File: config.mk
export PLATFORM = sky130hd
export DESIGN_NAME = iir_decimator
export DESIGN_NICKNAME = d
export VERILOG_FILES = /design/src/rtl/iir_decimator.sv
export SDC_FILE = /design/constraint.sdc
export NUM_CORES = 1
export LEC_CHECK = 0
export ABC_AREA = 1
export ABC_CLOCK_PERIOD_IN_PS = 3600
export BUFFER_PORTS_ARGS = -buffer_cell sky130_fd_sc_hd__buf_2
export CAP_MARGIN = 10
export CORE_ASPECT_RATIO = 1.75
export CORE_UTILIZATION = 35
export DETAILED_ROUTE_END_ITERATION = 10
export GPL_ROUTABILITY_DRIVEN = 0
export HOLD_SLACK_MARGIN = 0.06
export PLACE_DENSITY_LB_ADDON = 0.1
export SLEW_MARGIN = 20
export SYNTH_ARGS = -nofsm -noshare
export SYNTH_HDL_FRONTEND = slang
export SYNTH_SLANG_ARGS = --single-unit
File: constraint.sdc
create_clock -name clk -period 3.6 [get_ports clk]
set_input_delay 0.9 -clock clk [delete_from_list [all_inputs] [get_ports clk]]
set_output_delay 0.9 -clock clk [all_outputs]
set_load 0.02 [all_outputs]
File: src/rtl/iir_decimator.sv
// iir_decimator: integrate-and-dump decimator that follows the IIR section.
// Sums blocks of 2^decim_log2 valid samples, rounds the block average
// (half toward +inf), saturates it to out_width and holds it in a
// valid/ready output register. A result that finds the register still
// full is dropped and latches the sticky overrun flag.
module iir_decimator #(
    parameter int bitwidth   = 32,
    parameter int out_width  = 16,
    parameter int decim_log2 = 2,
    parameter int frac_shift = 0
) (
    input  logic                        clk,
    input  logic                        rst,
    input  logic                        in_valid,
    input  logic signed [bitwidth-1:0]  in_data,
    output logic                        out_valid,
    input  logic                        out_ready,
    output logic signed [out_width-1:0] out_data,
    output logic                        out_sat,
    output logic                        overrun
);

    // The accumulator carries decim_log2 guard bits so a full block cannot
    // overflow; the rounding add gets one more bit on top of that.
    localparam int acc_w   = bitwidth + decim_log2;
    localparam int rnd_w   = acc_w + 1;
    localparam int shift_k = decim_log2 + frac_shift;
    localparam int cnt_w   = (decim_log2 > 0) ? decim_log2 : 1;

    localparam logic [cnt_w-1:0] cnt_last = cnt_w'((1 << decim_log2) - 1);

    // Rounding constant 2^(shift_k-1), which collapses to 0 when shift_k is 0.
    localparam logic [rnd_w:0] half_wide = ({{rnd_w{1'b0}}, 1'b1} << shift_k) >> 1;
    localparam logic signed [rnd_w-1:0] half_lsb = half_wide[rnd_w-1:0];

    // Saturation limits of a signed out_width value, sign-extended to rnd_w.
    localparam logic signed [rnd_w-1:0] max_v =
        {{(rnd_w - out_width + 1){1'b0}}, {(out_width - 1){1'b1}}};
    localparam logic signed [rnd_w-1:0] min_v =
        {{(rnd_w - out_width + 1){1'b1}}, {(out_width - 1){1'b0}}};

    logic signed [acc_w-1:0]     acc;
    logic        [cnt_w-1:0]     cnt;
    logic                        block_done;
    logic signed [rnd_w-1:0]     sum_full;
    logic signed [rnd_w-1:0]     rounded;
    logic signed [rnd_w-1:0]     shifted;
    logic signed [out_width-1:0] res_data;
    logic                        res_sat;

    // Block-completion result: full sum, round, arithmetic shift, saturate.
    always_comb begin
        block_done = in_valid && (cnt == cnt_last);
        sum_full   = rnd_w'(acc) + rnd_w'(in_data);
        rounded    = sum_full + half_lsb;
        shifted    = rounded >>> shift_k;
        res_data   = shifted[out_width-1:0];
        res_sat    = 1'b0;
        if (shifted > max_v) begin
            res_data = max_v[out_width-1:0];
            res_sat  = 1'b1;
        end else if (shifted < min_v) begin
            res_data = min_v[out_width-1:0];
            res_sat  = 1'b1;
        end
    end

    // Integrate valid samples; the final sample of a block empties the accumulator.
    always_ff @(posedge clk) begin
        if (rst) begin
            acc <= '0;
            cnt <= '0;
        end else if (in_valid) begin
            if (block_done) begin
                acc <= '0;
                cnt <= '0;
            end else begin
                acc <= acc + acc_w'(in_data);
                cnt <= cnt + cnt_w'(1);
            end
        end
    end

    // Output register: load when empty or draining, otherwise drop and flag overrun.
    always_ff @(posedge clk) begin
        if (rst) begin
            out_valid <= 1'b0;
            out_data  <= '0;
            out_sat   <= 1'b0;
            overrun   <= 1'b0;
        end else if (block_done) begin
            if (!out_valid || out_ready) begin
                out_valid <= 1'b1;
                out_data  <= res_data;
                out_sat   <= res_sat;
            end else begin
                overrun <= 1'b1;
            end
        end else if (out_valid && out_ready) begin
            out_valid <= 1'b0;
        end
    end

endmodule

; ---- Yosys cells after proc, flatten, opt, wreduce, memory -nomap -nowiden
; Index checks and enable logic that the tools add are counted.
[totals]
regBits = 55
input_bits = 36
out_inout_bits = 19
wordCells = 32
[classes]
n_addsub = 4
magnitude_cmp = 2
n_eq_ne = 2
n_mux = 9
bitwise = 1
reduce_logical = 8
[op_table]
columns = op, n
row1 = $add A34 B32 Y35, 1
row2 = $add A35 B3 Y35 const B, 1
row3 = $add A34 B32 Y34, 1
row4 = $mux W34, 1
row5 = $gt A33 B16 Y1 const B, 1
row6 = $lt A33 B16 Y1 const B, 1
row7 = $mux W16, 2
row8 = $reduce_and A2 Y1, 3
row9 = $mux W1, 5
row10 = $add A2 B1 Y2 const B, 1
row11 = $eq A2 B2 Y1 const B, 1
row12 = $logic_and A1 B1 Y1, 2
row13 = $mux W2, 1
row14 = $ne A2 B1 Y1 const B, 1
row15 = $reduce_bool A2 Y1, 1
row16 = $logic_not A1 Y1, 1
row17 = $logic_or A1 B1 Y1, 1
row18 = $not A1 Y1, 1

; ---- Depth between registers and ports, before layout
[depth]
ltp_word = 5
depth_mapped = 28
ltp_nobuf = 27

; ---- Least setup slack after synthesis
; OpenSTA, ideal clock, no wires.
[synth_timing]
path_type = in2reg
startpoint = input in_data[14]
endpoint = register out_data[13]
setup_time_ns = 0.109
t_arrival_ns = 3.213
required_ns = 3.491
setup_slack_ns = 0.278
path_stages = 20
n_path_buf = 1
path_cell_list = ha_1 -> fa_1 -> nand2_1 -> nor2_2 -> nand2_1 -> nor3_1 -> nand2_1 -> nand3_1 -> nand2_1 -> nand2_1 -> inv_1 -> nor2_1 -> nand3_1 -> nor2_1 -> nand3_1 -> nand2_2 -> buf_6 -> nand3_1 -> nand2_1 -> inv_1
[synth_via]
elab_chain_cells = 5
word_cells_on_any_way = 6
classes_between = 2 x add/sub / 2 x order compare / 2 x mux
[synth_lines]
columns = item, line
row1 = start: declaration, 15  ; input logic signed [bitwidth-1:0] in_data,
row2 = $add A34 B32 Y35 (*), 54  ; sum_full = rnd_w'(acc) + rnd_w'(in_data);
row3 = $add A35 B3 Y35 (*), 55  ; rounded = sum_full + half_lsb;
row4 = $lt A33 B16 Y1, 62  ; end else if (shifted < min_v) begin
row5 = $mux W16, 62
row6 = $mux W16 (*), 59  ; if (shifted > max_v) begin
row7 = end signal: assignment, 94  ; out_data <= res_data;
row8 = end: declaration, 18  ; output logic signed [out_width-1:0] out_data,
; Every way passes the cells marked *; elsewhere a longest branch is shown, timed or not.
; A chain may end at the register's enable or synchronous reset.

; ---- Worst setup path after layout
[layout_timing]
startpoint = input in_data[19]
endpoint = register out_data[4]
; Same word-level chain as after synthesis.

==> impl_metrics.json <==
{
  "die_h_um": 190,
  "design_area_um2": 9740,
  "finalHoldViolCount": 0,
  "cp_cell_sequence": "buf_2 > ha_1 > fa_2 > nand2_1 > o21ai_1 > a21oi_2 > nor2_1 > nor2_2 > nand3_1 > nand2_1 > nor2_1 > nand3_1 > nor2_1 > nand3_1 > nand2_2 > clkbuf_16 > nand3_1 > nand2_1 > inv_1",
  "fin_crit_sh": 0.947,
  "crit_path_end_kind": "register",
  "via_count": 7892,
  "cts_tree": "yes",
  "fmax_ghz": 0.293,
  "fp.dieW_um": 109,
  "p_comb_frac": 0.629,
  "grt_pass1_wl_mm": 38.2,
  "r2r_cells": 21,
  "drive_gt1_frac": 0.307,
  "worstPathRequired_ns": 3.83,
  "synthTopCellsByArea": "nand2_1 17%, dfxtp_1 16%, ha_1 12%, inv_1 10%, fa_1 7.9%",
  "met1_length_mm": 8.75,
  "rows": 68,
  "ff2ff_setup_slack_ns": 0.47,
  "yosysMostFrequentCell": "nand2_1",
  "cap_violations": 0,
  "synth_top_flop_cell": "dfxtp_1",
  "drv_slew": 0,
  "holdPathStages": 2,
  "drc_errors": 0,
  "highest_layer": "met4",
  "cp-start-kind": "primary input",
  "total_power_uw": 3380,
  "synth_largest_area_cell": "nand2_1",
  "antenna_found_initial": 0,
  "async_flop_share": 0,
  "clkLatencyLatePin_ns": 0.32,
  "crit_type": "primary input to register",
  "finalClockSkew_ns": 0.00646,
  "whs_ns": 0.465,
  "start_util": 0.357,
  "grt_max_degree": 37,
  "placed_cell_area_um2": 9000,
  "critical_path.slowest_cell": "fa_2",
  "drtPass1Iterations": 4,
  "dp_hpwl_mm": 20.2,
  "cts-root-buf": "clkbuf_16",
  "ctsHoldBuffers": 0,
  "met3_length_um": 539,
  "cts_inserted_buffers": 5,
  "swShare": 0.447,
  "vdd_drop_max_mv": 0.197,
  "totalWireLength_mm": 23.9,
  "synthTopCellsByCount": "323 x nand2_1, 196 x inv_1, 130 x nor2_1, 89 x nand3_1, 87 x a21oi_1",
  "hold_class": "register to register",
  "finalCriticalPeriod_ns": 3.41,
  "tns_ns": 0,
  "synth.avg_cell_area_um2": 6.05,
  "portBuffers": 54,
  "tightest_slew_ns": 0.792,
  "p_int_uw": 1870,
  "max_slew_margin": 0.472,
  "core_um2": 19700,
  "die_area_um2": 20800,
  "power_frac_clock": 0.162,
  "crit_family": "simple AND/OR/NAND/NOR gates",
  "track_usage": 0.242,
  "layout.nets": 1548,
  "cp_common_cell": "nand3_1",
  "synthCells": 1167,
  "clock_sinks": 55,
  "diodes": 0,
  "setup_viol": 0,
  "nFillCells": 2173,
  "synth_top_area_frac": 0.172,
  "synth.distinct_cells": 43,
  "outcome": "completed",
  "synth_seq_cells": 55,
  "cp_data_arrival_time_ns": 3.63,
  "cpPeakStageDelay_ns": 0.62,
  "utilization": 0.493,
  "netlist_area_um2": 7060,
  "wire_per_inst_um": 14.4,
  "drt_iter0_markers": 318,
  "cts_buffer_depth": 2,
  "grt_pass1_vias": 7850,
  "critical_path.max_fanout": 8,
  "yosysWarnings": 0,
  "power_frac_seq": 0.210,
  "seq_area_frac_synth": 0.156,
  "worst-path-stages": 19,
  "met2_length_mm": 13.6,
  "switching_power_uw": 1510,
  "via_per_inst": 4.75,
  "clk_pin_slew_worst_paths_ns": 0.08,
  "io_pins": 55,
  "synth_edf_count": 0,
  "critPathBufInv": 3,
  "grt_overflow": 0,
  "final_antenna_net_count": 0,
  "area_delta_synth_final_pct": 38.0,
  "power_density_nw_per_um2": 347,
  "p_leak_uw": 0.00520,
  "h-tree-depth": 2,
  "syn_nets": 1298
}
worst paths after layout:
path / from / endpoint
setup / recovery: in_data[19] / out_data[4]$_SDFFE_PP0P_
hold / removal: overrun$_SDFFE_PP0P_ / overrun$_SDFFE_PP0P_
setup reg to reg: acc[11]$_SDFFE_PP0P_ / out_data[4]$_SDFFE_PP0P_
hold reg to reg: overrun$_SDFFE_PP0P_ / overrun$_SDFFE_PP0P_
power by group through the flow:
stage / sequential (uW) / clock, uW / combinational (uW)
2_1_floorplan: 716 / 0 / 1080
3_5_place_dp: 720 / 0 / 1920
3_3_place_gp: 719 / 0 / 1920
6_report: 709 / 547 / 2130
4_1_cts: 706 / 584 / 1930
5_1_grt: 718 / 594 / 2360
state kept, by name, summed over array words and instances, names as in the netlist:
name and count:
out_data 16, out_sat 1, out_valid 1, acc 34, cnt 2, overrun 1
metrics by stage:
| stage | cells | setup WS (ns) |
|---|---|---|
| 2_1_floorplan | 1167 | 0.278 |
| 5_1_grt | 1663 | -0.0304 |
| 3_5_place_dp | 1640 | -0.278 |
| 6_report | 1663 | 0.192 |
| 3_3_place_gp | 1640 | -0.230 |
| 4_1_cts | 1648 | 0.0695 |
timing repair:
item,4_1_cts,5_1_grt
gates resized for setup,0,146
buffers inserted,0,13
setup endpoints to repair,0,16
endpoints found under the hold margin,0,0
final cells by class:
class / count / area [um^2] / area share
Clock inverter: 3 / 25.0 / 0.00257
Timing Repair Buffer: 260 / 1860 / 0.191
Clock buffer: 5 / 125 / 0.0129
Sequential cell: 55 / 1100 / 0.113
Multi-Input combinational cell: 892 / 5560 / 0.571
Inverter: 203 / 762 / 0.0783
Tap cell: 245 / 307 / 0.0315
cell families after synthesis:
kind of cell    Yosys count  share of synthesized area
flops                    55                      0.156
simple gates            609                      0.365
fa+ha+maj                95                      0.198
xor+xnor                 22                     0.0300
compound gates          165                      0.130
buf+inv                 221                      0.121
worst reg2reg max path: stages, from the launching register on:
cell       delay, ns
dfxtp_1         0.41
ha_4            0.16
inv_1           0.05
fa_2            0.62
inv_2           0.07
a21oi_4         0.17
inv_1           0.06
nand2_1         0.06
nand2_1         0.08
a21oi_1         0.21
nand4_1         0.13
nand2_2         0.10
nand2_1         0.06
nor2_1          0.12
nand3_1         0.09
nor2_1          0.10
nand3_1         0.09
nand2_2         0.13
clkbuf_16       0.17
nand3_1         0.07
nand2_1         0.07
inv_1           0.03
layer usage:
| metal | GRT usage | vias to the layer above |
|---|---|---|
| met3 | 0.0202 | 44 |
| met4 | 0.0959 | 0 |
| met1 | 0.236 | 3579 |
| li1 | - | 4148 |
| met5 | 0 | - |
| met2 | 0.496 | 121 |
layout by cell type, fill, tap and decap left out, types with 3 or more instances in the layout:
cell       synthesis  final
nand2_1          323    294
buf_4              1    205
inv_1            196    183
nor2_1           130    108
nand3_1           89     88
a21oi_1           87     72
ha_1              67     57
dfxtp_1           55     55
buf_2              2     51
nand2_2           20     45
o21ai_0           40     35
inv_2              7     20
xor2_1            18     18
nor2_2             4     17
fa_2               0     15
a21oi_2            0     13
fa_1              28     13
or2_2             12     12
o21bai_1          11     10
nor2_4             1     10
nand4_1            9      9
nand2_4            2      7
nor3_1            13      7
a21o_1             7      7
nor3_2             1      6
clkbuf_16          0      6
o21ai_1            3      5
ha_2               0      5
ha_4               0      5
o21ai_2            1      4
a21boi_1           3      3
o21a_1             3      3
xnor2_1            3      3
Note: power is estimated with default switching activity, not from simulation.
